==> config.mk <==
export PLATFORM = sky130hd
export DESIGN_NAME = check_scheduler_flat
export DESIGN_NICKNAME = d
export VERILOG_FILES = /design/src/rtl/check_sched_pkg.sv /design/src/rtl/check_scheduler_if.sv /design/src/rtl/check_rr_arbiter.sv /design/src/rtl/check_scheduler.sv /design/src/flat_wrapper.sv
export SDC_FILE = /design/constraint.sdc
export NUM_CORES = 1
export LEC_CHECK = 0
export BUFFER_PORTS_ARGS = -buffer_cell sky130_fd_sc_hd__buf_4
export CELL_PAD_IN_SITES_DETAIL_PLACEMENT = 1
export CELL_PAD_IN_SITES_GLOBAL_PLACEMENT = 1
export CORE_ASPECT_RATIO = 1.75
export CORE_MARGIN = 2
export CORE_UTILIZATION = 29
export DETAILED_ROUTE_END_ITERATION = 12
export HOLD_SLACK_MARGIN = 0.15
export PLACE_DENSITY = 0.84
export SYNTH_ARGS = -nofsm -noshare
export SYNTH_HDL_FRONTEND = slang
export SYNTH_SLANG_ARGS = --single-unit
==> constraint.sdc <==
create_clock -name clk -period 3.2 [get_ports clk]
set_input_delay 0.64 -clock clk [delete_from_list [all_inputs] [get_ports clk]]
set_output_delay 0.64 -clock clk [all_outputs]
set_load 0.005 [all_outputs]
==> src/rtl/check_sched_pkg.sv <==
// rtl/check_sched_pkg.sv - shared state type and count width for the check scheduler
package check_sched_pkg;

   localparam int CNT_W = 32;

   typedef enum logic [1:0] {
      ST_IDLE,
      ST_RUN,
      ST_DRAIN,
      ST_DONE
   } sched_state_t;

endpackage

==> src/rtl/check_scheduler_if.sv <==
// rtl/check_scheduler_if.sv - compare request bus: per-requester valid/operands, one-hot ready back
interface check_scheduler_if #(
   parameter int N_REQ       = 4,
   parameter int CHECK_WIDTH = 32
) ();

   logic [N_REQ-1:0]             req_valid;
   logic [N_REQ*CHECK_WIDTH-1:0] req_value;
   logic [N_REQ*CHECK_WIDTH-1:0] req_expected;
   logic [N_REQ-1:0]             req_ready;

   modport master (
      output req_valid, req_value, req_expected,
      input  req_ready
   );

   modport slave (
      input  req_valid, req_value, req_expected,
      output req_ready
   );

endinterface

==> src/rtl/check_rr_arbiter.sv <==
// rtl/check_rr_arbiter.sv - round-robin one-hot grant; pointer moves past the winner on every grant
module check_rr_arbiter #(
   parameter int N_REQ = 4
) (
   input  logic             clk,
   input  logic             rst_n,
   input  logic [N_REQ-1:0] req,
   output logic [N_REQ-1:0] grant
);

   localparam int PW = $clog2(N_REQ);

   logic [PW-1:0] ptr;
   logic [PW-1:0] win;
   logic [PW-1:0] idx;
   logic          found;

   // req is already qualified by the caller, so any grant is an accepted transfer
   always_comb begin
      grant = '0;
      win   = '0;
      idx   = '0;
      found = 1'b0;
      for (int off = 0; off < N_REQ; off++) begin
         idx = PW'((int'(ptr) + off) % N_REQ);
         if (!found && req[idx]) begin
            found = 1'b1;
            win   = idx;
         end
      end
      if (found) grant[win] = 1'b1;
   end

   always_ff @(posedge clk or negedge rst_n) begin
      if (!rst_n) begin
         ptr <= '0;
      end else if (found) begin
         ptr <= (win == PW'(N_REQ - 1)) ? '0 : win + 1'b1;
      end
   end

endmodule

==> src/rtl/check_scheduler.sv <==
// rtl/check_scheduler.sv - arbitrated compare engine with run FSM, watchdog and counters
// Optional error capture log: CHECK_SCHED_ERRLOG_EN
module check_scheduler
   import check_sched_pkg::*;
#(
   parameter int CHECK_WIDTH   = 32,
   parameter int N_REQ         = 4,
   parameter int ERR_THRESHOLD = 100,
   parameter int WD_WIDTH      = 32
) (
   input  logic                   clk,
   input  logic                   rst_n,
   input  logic                   start,
   input  logic                   finish,
   input  logic                   wd_load,
   input  logic [WD_WIDTH-1:0]    wd_cycles,
   check_scheduler_if.slave       req_if,
   output logic [CNT_W-1:0]       num_checks,
   output logic [CNT_W-1:0]       num_errors,
   output logic                   err_pulse,
   output logic                   trunc,
   output logic                   busy,
   output logic                   done,
   output logic                   pass,
   output logic                   timeout,
   output logic                   err_log_valid,
   output logic [2:0]             err_src,
   output logic [CHECK_WIDTH-1:0] err_value,
   output logic [CHECK_WIDTH-1:0] err_expected
);

   localparam logic [CNT_W-1:0] THR = CNT_W'(ERR_THRESHOLD);

   sched_state_t          state;
   logic [WD_WIDTH-1:0]   wd_cnt;
   logic [N_REQ-1:0]      arb_req;
   logic [N_REQ-1:0]      grant;
   logic                  accept;
   logic                  mismatch;
   logic                  hit_thr;
   logic                  expire;
   logic [CHECK_WIDTH-1:0] acc_value;
   logic [CHECK_WIDTH-1:0] acc_expected;

   // a start cycle restarts the run, so nothing is accepted into the old one
   assign arb_req = (state == ST_RUN && !start) ? req_if.req_valid : '0;

   check_rr_arbiter #(.N_REQ(N_REQ)) u_arb (
      .clk   (clk),
      .rst_n (rst_n),
      .req   (arb_req),
      .grant (grant)
   );

   assign req_if.req_ready = grant;
   assign accept           = |grant;
   assign busy             = (state == ST_RUN) || (state == ST_DRAIN);

   always_comb begin
      acc_value    = '0;
      acc_expected = '0;
      for (int i = 0; i < N_REQ; i++) begin
         if (grant[i]) begin
            acc_value    = req_if.req_value[i*CHECK_WIDTH +: CHECK_WIDTH];
            acc_expected = req_if.req_expected[i*CHECK_WIDTH +: CHECK_WIDTH];
         end
      end
   end

   assign mismatch = accept && (acc_value != acc_expected);
   assign hit_thr  = mismatch && (num_errors != '1) && (num_errors + CNT_W'(1) == THR);
   assign expire   = (state == ST_RUN) && (wd_cnt == WD_WIDTH'(1)) && !wd_load;

   always_ff @(posedge clk or negedge rst_n) begin
      if (!rst_n) begin
         state      <= ST_IDLE;
         wd_cnt     <= '0;
         num_checks <= '0;
         num_errors <= '0;
         err_pulse  <= 1'b0;
         trunc      <= 1'b0;
         done       <= 1'b0;
         pass       <= 1'b0;
         timeout    <= 1'b0;
      end else begin
         if (wd_load) begin
            wd_cnt <= wd_cycles;
         end else if (state == ST_RUN && wd_cnt != '0) begin
            wd_cnt <= wd_cnt - 1'b1;
         end

         if (start) begin
            state      <= ST_RUN;
            num_checks <= '0;
            num_errors <= '0;
            err_pulse  <= 1'b0;
            trunc      <= 1'b0;
            done       <= 1'b0;
            pass       <= 1'b0;
            timeout    <= 1'b0;
         end else begin
            // compare stage: result of this cycle's transfer is visible next cycle
            err_pulse <= mismatch;
            if (accept && num_checks != '1) num_checks <= num_checks + 1'b1;
            if (mismatch && num_errors != '1) num_errors <= num_errors + 1'b1;
            if (hit_thr) trunc <= 1'b1;

            case (state)
               ST_RUN: begin
                  if (finish) begin
                     state <= ST_DRAIN;
                  end else if (expire) begin
                     state   <= ST_DRAIN;
                     timeout <= 1'b1;
                  end
               end
               ST_DRAIN: begin
                  state <= ST_DONE;
                  done  <= 1'b1;
                  pass  <= (num_errors == '0) && !timeout;
               end
               default: ;
            endcase
         end
      end
   end

`ifdef CHECK_SCHED_ERRLOG_EN
   logic [2:0] acc_src;
   logic       log_now;

   always_comb begin
      acc_src = '0;
      for (int i = 0; i < N_REQ; i++) begin
         if (grant[i]) acc_src = 3'(i);
      end
   end

   // the error that reaches the threshold is already beyond the log
   assign log_now = mismatch && !trunc && !hit_thr;

   always_ff @(posedge clk or negedge rst_n) begin
      if (!rst_n) begin
         err_log_valid <= 1'b0;
         err_src       <= '0;
         err_value     <= '0;
         err_expected  <= '0;
      end else begin
         err_log_valid <= log_now;
         if (log_now) begin
            err_src      <= acc_src;
            err_value    <= acc_value;
            err_expected <= acc_expected;
         end
      end
   end
`else
   assign err_log_valid = 1'b0;
   assign err_src       = '0;
   assign err_value     = '0;
   assign err_expected  = '0;
`endif

endmodule

==> src/flat_wrapper.sv <==
// flat-port wrapper written by rule: the top's interface ports become plain ports
module check_scheduler_flat import check_sched_pkg::*;
#(
   parameter int CHECK_WIDTH   = 32,
   parameter int N_REQ         = 4,
   parameter int ERR_THRESHOLD = 100,
   parameter int WD_WIDTH      = 32
)
  (clk, rst_n, start, finish, wd_load, wd_cycles, num_checks, num_errors, err_pulse, trunc, busy, done, pass, timeout, err_log_valid, err_src, err_value, err_expected, req_if_req_valid, req_if_req_value, req_if_req_expected, req_if_req_ready);
  check_scheduler_if #(.N_REQ(N_REQ), .CHECK_WIDTH(CHECK_WIDTH)) req_if_i ();
  input  logic clk;
  input  logic rst_n;
  input  logic start;
  input  logic finish;
  input  logic wd_load;
  input  logic [WD_WIDTH-1:0] wd_cycles;
  output logic [CNT_W-1:0] num_checks;
  output logic [CNT_W-1:0] num_errors;
  output logic err_pulse;
  output logic trunc;
  output logic busy;
  output logic done;
  output logic pass;
  output logic timeout;
  output logic err_log_valid;
  output logic [2:0] err_src;
  output logic [CHECK_WIDTH-1:0] err_value;
  output logic [CHECK_WIDTH-1:0] err_expected;
  input wire logic [$bits(req_if_i.req_valid)-1:0] req_if_req_valid;
  input wire logic [$bits(req_if_i.req_value)-1:0] req_if_req_value;
  input wire logic [$bits(req_if_i.req_expected)-1:0] req_if_req_expected;
  output wire logic [$bits(req_if_i.req_ready)-1:0] req_if_req_ready;
  assign req_if_i.req_valid = req_if_req_valid;
  assign req_if_i.req_value = req_if_req_value;
  assign req_if_i.req_expected = req_if_req_expected;
  assign req_if_req_ready = req_if_i.req_ready;
  check_scheduler #(.CHECK_WIDTH(CHECK_WIDTH), .N_REQ(N_REQ), .ERR_THRESHOLD(ERR_THRESHOLD), .WD_WIDTH(WD_WIDTH)) u_core (.clk(clk), .rst_n(rst_n), .start(start), .finish(finish), .wd_load(wd_load), .wd_cycles(wd_cycles), .req_if(req_if_i), .num_checks(num_checks), .num_errors(num_errors), .err_pulse(err_pulse), .trunc(trunc), .busy(busy), .done(done), .pass(pass), .timeout(timeout), .err_log_valid(err_log_valid), .err_src(err_src), .err_value(err_value), .err_expected(err_expected));
endmodule
### Word level (Yosys, flattened, before mapping)

Index checks and enable logic that the tools add are counted.

* add/subtract/negate cells: 7
* reductions and logical operators: 33
* $lt $le $gt $ge: 6
* equal/unequal tests: 10
* muxes and demuxes: 50

Operators by type and width (count)
* $mux 32: 14
* $add 32x1->32 const B: 2
* $ne 32x32->1 const B: 2
* $eq 32x1->1 const B: 1
* $eq 32x7->1 const B: 1
* $logic_not 32->1: 1
* $ne 32x32->1: 1
* $reduce_bool 32->1: 1
* $sub 32x1->32 const B: 1
* $mux 1: 20
* $mux 2: 8
* $lt 2x3->1 const B: 5
* $reduce_bool 2->1: 7
* $logic_and 1x1->1: 13
* $bmux 1 s2: 4
* $mux 4: 2
* $logic_not 1->1: 6
* $add 2x1->2 const B: 2
* $add 2x2->2 const B: 2
* $eq 2x2->1 const B: 2
* $ne 4x3->1 const B: 1
* $pmux 2 s2: 1
* $reduce_or 4->1: 1
* $reduce_and 3->1: 1
* other kinds (7): 7

* output and inout bits: 142
* flip-flop bits (word level): 105
* input bits: 297
* logic and storage cells: 116

### Longest topological paths before layout

Gate-level depths: netlist of run 1.

* word-level depth: 30
* mapped depth: 17
* depth with buffers taken out: 16

### By module

A second synthesis of run 1 with hierarchy kept.

* cell total of the unflattened synthesis: 967
* area total of the unflattened synthesis: 8319.2 sq um

Modules (own cells, without submodules)
* check_scheduler: sequential area each 2577.5 sq um, area an instance 8049.0 sq um, cells an instance 940, times used 1
* check_rr_arbiter: sequential area each 50.0 sq um, area an instance 270.3 sq um, cells an instance 27, times used 1

### Worst setup path after synthesis of run 1

OpenSTA, ideal clock, no wires.

* path type: input to register
* start: input port req_if_req_valid[0]
* end: register u_core.num_errors[10]
* stages on the path: 14
* slack: -0.421 ns
* path buffers: 2
* required time: 3.074 ns
* data arrival time: 3.495 ns
* library setup time: 0.126 ns
* cell sequence: nor2b_1 -> mux4_2 -> nor3b_1 -> inv_1 -> ha_1 -> nor2_1 -> nand4_1 -> nor4_1 -> a21oi_1 -> nand3_1 -> clkbuf_1 -> buf_1 -> nor3_1 -> a221o_1

* longest elaborated chain between the ends: 26
* elaborated cells on any way between the ends: 42
* classes of those cells: 2 x order compare; 1 x eq/ne; 28 x mux; 11 x reduce/logical

Ends and longest elaborated chain
* start: declaration: line flat_wrapper.sv:29 `input wire logic [$bits(req_if_i.req_valid)-1:0] req_if_req_valid;`
* $mux 4 *: line check_scheduler.sv:46 `assign arb_req = (state == ST_RUN && !start) ? req_if.req_valid : '0;`
* $bmux 1 s2: line check_rr_arbiter.sv:26 `if (!found && req[idx]) begin`
* $mux 1 (not written as such): line check_rr_arbiter.sv:26
* $mux 1: line check_rr_arbiter.sv:26
* $logic_not 1->1: line check_rr_arbiter.sv:26
* $logic_and 1x1->1: line check_rr_arbiter.sv:26
* $mux 1: line check_rr_arbiter.sv:26
* $logic_not 1->1: line check_rr_arbiter.sv:26
* (+7 left out)
* $mux 1 (not written as such): line check_rr_arbiter.sv:31 `if (found) grant[win] = 1'b1;`
* $demux 1 s2: line check_rr_arbiter.sv:31
* $mux 4 *: line check_rr_arbiter.sv:31
* $mux 32 (4 in a row): line check_scheduler.sv:63 `if (grant[i]) begin`
* $ne 32x32->1: line check_scheduler.sv:70 `assign mismatch = accept && (acc_value != acc_expected);`
* $logic_and 1x1->1 *: line check_scheduler.sv:70
* $logic_and 1x1->1 *: line check_scheduler.sv:105 `if (mismatch && num_errors != '1) num_errors <= num_errors + 1'b1;`
* $reduce_bool 2->1 (no line) *
* end signal: assignment: line check_scheduler.sv:105
* end: declaration: line check_scheduler.sv:19 `output logic [CNT_W-1:0] num_errors,`

Mark *: on every way between the ends. The rest lies on a longest branch, timed or not. The select of a mux whose other input is x is not followed.
A chain may end at the register's enable or synchronous reset.

### Worst setup path in the final report of run 1

* start: input port req_if_req_valid[0]
* end: register u_core.num_errors[19]

The elaborated chain is that of the path after synthesis.

==> flow_summary.ini, run 1 <==
[outcome]
outcome = completed

[worst_setup_path]
critical_path_buf_inv_count = 4
largest_delay_contributor_family_on_the_critical_path = simple AND/OR/NAND/NOR gates
timing.setup.critical_path_class = in -> reg
max_stage_delay_ns = 0.51
rr_startpoint = u_core.u_arb.ptr[1]
worstSetupEndpointType = register
critical_path_required_ns = 3.48
cp_common_cell = sky130_fd_sc_hd__buf_6
crit_chain = buf_8 -> nor2b_4 -> mux4_2 -> nor3b_4 -> inv_2 -> ha_4 -> nand4b_1 -> nor4_2 -> a21oi_1 -> nand3_2 -> buf_6 -> buf_6 -> or4_4 -> a21oi_2
critPathMaxFanout = 7
setup.worst_path.start = req_if_req_valid[0]
critical_path_arrival_ns = 3.45
timing.critical_path.from_type = primary input
worst_path_max_delay_cell = sky130_fd_sc_hd__or4_4

[sta]
hold-worst-slack_ns = 0.234
drv_slew = 0
fin_crit_sh_pct = 98.9
timing_hold_violations_final = 0
setup_repair_after_global_routing_missed_its_margin = yes
fin_skew_ns = 0.00730
setup_tns_ns = 0
worst-slew-pin-transition_ns = 0.800
slew-limit-headroom_pct = 46.3
period_minus_slack_ns = 3.16
achievable-frequency_mhz = 316
report.final.setup_viol = 0

[synth]
synth_enable_flop_cells = 0
post_synth_and_or_nand_nor_area_fraction_pct = 26.0
muxShareOfSynthArea_pct = 1.43
syn_inst = 993
synth_largest_area_cell = sky130_fd_sc_hd__dfrtp_1
yosysWarningCount = 0
ys_seq_elements = 105
synth.cell_area_um2 = 8380
synthFlopType = sky130_fd_sc_hd__dfrtp_1
synth_common_cells = sky130_fd_sc_hd__xor2_1, sky130_fd_sc_hd__dfrtp_1, sky130_fd_sc_hd__nand2_1, sky130_fd_sc_hd__nor2_1, sky130_fd_sc_hd__buf_4
synth_top_cell_area_share_pct = 31.4
synth_xor_xnor_area_share_pct = 20.2
synthAdderAreaFrac_pct = 1.79
syn_area_per_cell_um2 = 8.44
ys_types = 70
postSynth.asyncResetShare_pct = 100
yosys-top-cells-area = sky130_fd_sc_hd__dfrtp_1, sky130_fd_sc_hd__xor2_1, sky130_fd_sc_hd__buf_4
synth-compound-area-share_pct = 9.74
yosysMostFrequentCell = sky130_fd_sc_hd__xor2_1
synth_sequential_area_ratio_pct = 31.4
main_combinational_cell_family_by_area_after_synthesis = simple AND/OR/NAND/NOR gates

[routing]
drt_first_iter_violations = 359
route.detailed.wl_per_inst_um = 24.4
routed_via_density = 5.15
via_count = 9303
postRouteAntennaNets = 0
wl_um = 44000
route.detailed.drc = 0
dr.pass1.iters = 4

[floorplan]
die_x_um = 132
initial_core_util_pct = 29.4
rows = 82
fp.dieH_um = 229
floorplan.die_area_um2 = 30300
core_um2 = 28500
ios = 439

[clock_tree]
htree_levels = 3
clk_path_buf_depth = 2
tritoncts = yes
clkSlewWorstSetupHoldPaths_ns = 0.07
cts_root_buf = sky130_fd_sc_hd__clkbuf_16
clock_sink_count = 105
cts-buffers-inserted = 9
cts-hold-fix-buffers = 0
clock_latency_ns = 0.36

[global_route]
grt.total_usage_pct = 28.3
grt_first_pass_wirelength_um = 63000
grt_antenna_before_repair = 42
largest_net_degree_at_the_start_of_global_routing = 63
grt_overflow_total = 0
first_global_vias = 9830

[place]
gp_congestion = 1.03
dpl.hpwl_um = 37600
port_buffers = 370

[hold_path]
hold_path_class = in -> async

[layout]
layout-area-overhead-vs-synth_pct = 48.5
final_nets = 1718
finish.utilization_pct = 43.6
layout-drive-gt1-share_pct = 36.9

[flow_run]
maxCapViolations = 0

[pwr]
cellPowerDensity_nw_per_um2 = 320
p_total_mw = 3.98
p_leak_nw = 5.75
ir_drop_mv = 0.206
timing repair:
item                       CTS  global route
resized for setup            5            46
setup endpoints to repair   33            34
pin swaps                    3            21
buffers inserted             3            11
cloned                       0             2
report_power, final:
group          internal (mW)  leakage (nW)  switching (mW)
clock                  0.783         0.169           0.534
combinational          0.621          4.18           0.558
sequential              1.40          1.39          0.0840
path summary, 6_finish.rpt:
kind                                               to  slack [ns]  depth (start not counted)
max in group asynchronous       u_core.num_checks[29]        2.14                          2
worst max register to register  u_core.num_errors[19]        0.08                         12
worst min-delay path            u_core.num_errors[10]        0.23                          1
worst max-delay path            u_core.num_errors[19]        0.04                         14
worst min register to register            u_core.pass        0.50                          2
min in group clk                     u_core.wd_cnt[6]        0.49                          3
metrics by stage:
stage	std cells	instance area [um^2]	setup slack, ns
floorplan	1060	8650	0.0113
global placement	1761	11700	-0.390
detailed placement	1761	11700	-0.485
CTS	1779	12100	0.000175
global route	1792	12400	-0.112
finish	1806	12400	0.0353
logic make-up (layout without fill, tap and decap cells):
group | count (synthesis) | in the layout
XOR/XNOR | 193 | 193
AO/OA/AOI/OAI | 125 | 125
buffers and inverters | 140 | 493
adder cells (fa/ha/maj) | 12 | 12
flip-flops | 105 | 105
other | 1 | 83
multiplexers | 10 | 10
AND/OR/NAND/NOR | 407 | 407
state kept, by name, summed over array words and instances (netlist names), 2 cells and up:
signal	count
u_core.u_arb.ptr	2
u_core.num_errors	32
u_core.num_checks	32
u_core.wd_cnt	32
u_core.state	2
worst register-to-register path: stages, from the launching register on:
cell and delay (ns):
sky130_fd_sc_hd__dfrtp_1 0.40, sky130_fd_sc_hd__mux4_2 0.55, sky130_fd_sc_hd__nor3b_4 0.31, sky130_fd_sc_hd__inv_2 0.09
sky130_fd_sc_hd__ha_4 0.18, sky130_fd_sc_hd__nand4b_1 0.10, sky130_fd_sc_hd__nor4_2 0.05, sky130_fd_sc_hd__a21oi_1 0.20
sky130_fd_sc_hd__nand3_2 0.19, sky130_fd_sc_hd__buf_6 0.20, sky130_fd_sc_hd__buf_6 0.13, sky130_fd_sc_hd__or4_4 0.51
sky130_fd_sc_hd__a21oi_2 0.15
final cells by class:
type,instances,area (um^2)
Antenna cell,15,37.5
Fill cell,3440,16100
Sequential cell,105,2630
Tap cell,378,473
Inverter,29,113
Timing Repair Buffer,449,3460
Clock inverter,5,104
Clock buffer,10,239
Multi-Input combinational cell,815,5390
layout by cell type (no fill, tap or decap), types with 4 or more instances in the layout:
cell type                   instances
sky130_fd_sc_hd__nor4_1            40
sky130_fd_sc_hd__or3_1             12
sky130_fd_sc_hd__a21o_1             4
sky130_fd_sc_hd__a21oi_2            6
sky130_fd_sc_hd__a21oi_1           24
sky130_fd_sc_hd__xor2_1           139
sky130_fd_sc_hd__nand2b_1           4
sky130_fd_sc_hd__buf_6              6
sky130_fd_sc_hd__or4_4             11
sky130_fd_sc_hd__dfrtp_1          105
sky130_fd_sc_hd__and3_1            18
sky130_fd_sc_hd__nand3b_1           7
sky130_fd_sc_hd__nor2_1            73
sky130_fd_sc_hd__o21ai_0           15
sky130_fd_sc_hd__nor3_1            30
sky130_fd_sc_hd__nor2_4             4
sky130_fd_sc_hd__o21ai_1           26
sky130_fd_sc_hd__clkbuf_16         11
sky130_fd_sc_hd__nand2_1           89
sky130_fd_sc_hd__nand4_1           28
sky130_fd_sc_hd__o31ai_1           10
sky130_fd_sc_hd__xnor2_1           54
sky130_fd_sc_hd__or4_1              4
sky130_fd_sc_hd__buf_4            438
sky130_fd_sc_hd__mux2_2             5
sky130_fd_sc_hd__and2_1             7
sky130_fd_sc_hd__and4_1             9
sky130_fd_sc_hd__nand3_1           45
sky130_fd_sc_hd__conb_1            68
sky130_fd_sc_hd__nor2b_1            5
sky130_fd_sc_hd__inv_1             25
sky130_fd_sc_hd__diode_2           15
sky130_fd_sc_hd__a221o_1            9
sky130_fd_sc_hd__ha_1               9
metal layers:
layer  part of all wire (%)  vias up  global-route usage [%]  routed length (um)
li1                       -     4195                       -                   -
met1                     33     4451                    27.4               14600
met2                     48      461                    47.8               20900
met3                     14      138                    18.6                6170
met4                    4.4       58                    10.6                1920
met5                   0.86        -                       0                 378
(Power assumes the default switching activity.)
==> run 2, diff against run 1 <==
- RECOVER_POWER: unset -> 25
==> run 2 against run 1 <==
Compared with the run above: the flow now finishes with violations (max-capacitance violations, max-slew violations); first-iteration DRC count is 7.2% lower; cell count fell by 0.11%; worst setup slack better by 0.0024 ns; sequential power barely moved.
==> flow_summary.ini, run 2 (synthesis gave the netlist of run 1 again) <==
[outcome]
outcome = complete, but fails checks
violated_checks = max-capacitance violations, max-slew violations

[clock_tree]
clkSlewWorstSetupHoldPaths_ns = 0.07
tritoncts = yes
htree_levels = 3
clock_sink_count = 105
cts_root_buf = sky130_fd_sc_hd__clkbuf_16
clk_path_buf_depth = 2
cts-buffers-inserted = 9
clock_latency_ns = 0.36

[worst_setup_path]
crit_chain = buf_8 -> nor2b_4 -> mux4_2 -> nor3b_4 -> inv_2 -> ha_4 -> nand4b_1 -> nor4_2 -> a21oi_1 -> nand3_2 -> buf_6 -> buf_6 -> or4_4 -> a21oi_2
largest_delay_contributor_family_on_the_critical_path = simple AND/OR/NAND/NOR gates
rr_worst_depth = 12
critical_path_required_ns = 3.48
cp_common_cell = sky130_fd_sc_hd__buf_6
max_stage_delay_ns = 0.51
timing.critical_path.from_type = primary input
critical_path_buf_inv_count = 4
critPathMaxFanout = 7
timing.setup.critical_path_class = in -> reg
worstSetupPathDepth = 14
critical_path_arrival_ns = 3.44
worstSetupEndpointType = register
worst_path_max_delay_cell = sky130_fd_sc_hd__or4_4

[sta]
worst-slew-pin-transition_ns = 2.04
report.final.setup_viol = 0
slew-limit-headroom_pct = -36.0
timing_hold_violations_final = 0
postLayoutSetupSlackWorst_ns = 0.0377
fin_skew_ns = 0.00633
achievable-frequency_mhz = 316
period_minus_slack_ns = 3.16
setup_repair_after_global_routing_missed_its_margin = yes
drv_slew = 34
fin_crit_sh_pct = 98.8

[place]
gp_congestion = 1.03
dpl.hpwl_um = 37600
place_area_um2 = 11700
port_buffers = 370
dp.cells = 1761
pre_cts_setup_slack_ns = -0.485

[layout]
mostFrequentLayoutCell = sky130_fd_sc_hd__buf_4
layout.cells.most_common_list = sky130_fd_sc_hd__buf_4, sky130_fd_sc_hd__xor2_1, sky130_fd_sc_hd__dfrtp_1
finish.utilization_pct = 43.6
largest_registers = u_core.num_checks (32), u_core.num_errors (32), u_core.wd_cnt (32)
fillCellCount = 3444
layout-drive-gt1-share_pct = 36.8
multi_input_comb_area_um2 = 5390
area.sequential_um2 = 2630
final_nets = 1718
finalInstanceArea_um2 = 12400
layout-area-overhead-vs-synth_pct = 48.4
layoutNonFillerInstCount = 1804

[routing]
postRouteAntennaNets = 0
drt_first_iter_violations = 333
wl_um = 44000
routedLengthMet1_um = 14500
route.detailed.drc = 0
met3_length_um = 6240
dr.pass1.iters = 5
via_count = 9319
detailroute.wirelength.met2_um = 21100
route.detailed.wl_per_inst_um = 24.4
routed_via_density = 5.17
dr.max_layer_used = met5

[global_route]
grt_overflow_total = 0
grt.total_usage_pct = 28.3
grt_antenna_before_repair = 42
first_global_vias = 9830
grt_first_pass_wirelength_um = 63000
largest_net_degree_at_the_start_of_global_routing = 63

[floorplan]
core_um2 = 28500
initial_core_util_pct = 29.4
fp.dieH_um = 229
ios = 439
die_x_um = 132
floorplan.die_area_um2 = 30300
rows = 82

[hold_path]
holdPathStages = 3
hold_path_class = in -> reg

[pwr]
ir_drop_mv = 0.204
cellPowerDensity_nw_per_um2 = 320
p_leak_nw = 5.74

[flow_run]
maxCapViolations = 1
==> run 2: cell count changes in the layout (fill, tap and decap cells not counted) <==
cell                       change
sky130_fd_sc_hd__buf_4         -3
sky130_fd_sc_hd__clkbuf_2      +2
sky130_fd_sc_hd__diode_2       -2
sky130_fd_sc_hd__clkbuf_1      +1
==> run 2: metrics by stage <==
stage	power (mW)	hold WS (ns)	TNS [ns]
2_1_floorplan	2.01	0.344	0
3_3_place_gp	2.52	0.474	-8.53
3_5_place_dp	2.57	0.494	-12.67
4_1_cts	3.91	0.249	0
5_1_grt	4.15	0.487	-1.66
6_report	3.97	0.489	0
==> run 2: worst min-delay path, stage by stage <==
cell and delay (ns):
sky130_fd_sc_hd__buf_4 0.08, sky130_fd_sc_hd__nand2_1 0.04, sky130_fd_sc_hd__o21ai_1 0.06
==> run 2: metal layers <==
metal / up-vias / GRT usage [%]
met4: 58 / 10.6
met1: 4490 / 27.4
met5: - / 0
li1: 4184 / -
met2: 455 / 47.8
met3: 132 / 18.6
==> run 2: what timing repair did <==
action / 4_1_cts / 5_1_grt
pin swaps: 3 / 21
hold buffers: 0 / 0
buffers inserted: 3 / 11
resized for setup: 5 / 46
hold endpoints to repair: 0 / 0
setup endpoints to repair: 33 / 34
gates cloned: 0 / 2
==> run 2: worst paths after layout <==
check | startpoint | to | slack, ns
max | req_if_req_valid[0] | u_core.num_errors[19] | 0.04
min | wd_cycles[6] | u_core.wd_cnt[6] | 0.49
max reg2reg | u_core.u_arb.ptr[1] | u_core.num_errors[19] | 0.08
min reg2reg | u_core.pass | u_core.pass | 0.50
max in group asynchronous | rst_n | u_core.wd_cnt[23] | 0.72
min in group asynchronous | rst_n | u_core.num_errors[10] | 0.86
==> run 2: cell type report <==
cell class / count / area share [%]
Antenna cell: 13 / 0.262
Clock buffer: 10 / 1.92
Clock inverter: 5 / 0.836
Inverter: 29 / 0.906
Multi-Input combinational cell: 815 / 43.4
Sequential cell: 105 / 21.1
Tap cell: 378 / 3.81
Timing Repair Buffer: 449 / 27.7
==> run 2: power by group <==
| part | internal [mW] | total [mW] | switching [mW] | leakage [nW] |
|---|---|---|---|---|
| clock network | 0.783 | 1.32 | 0.532 | 0.169 |
| logic | 0.620 | 1.18 | 0.558 | 4.18 |
| registers | 1.40 | 1.48 | 0.0840 | 1.39 |
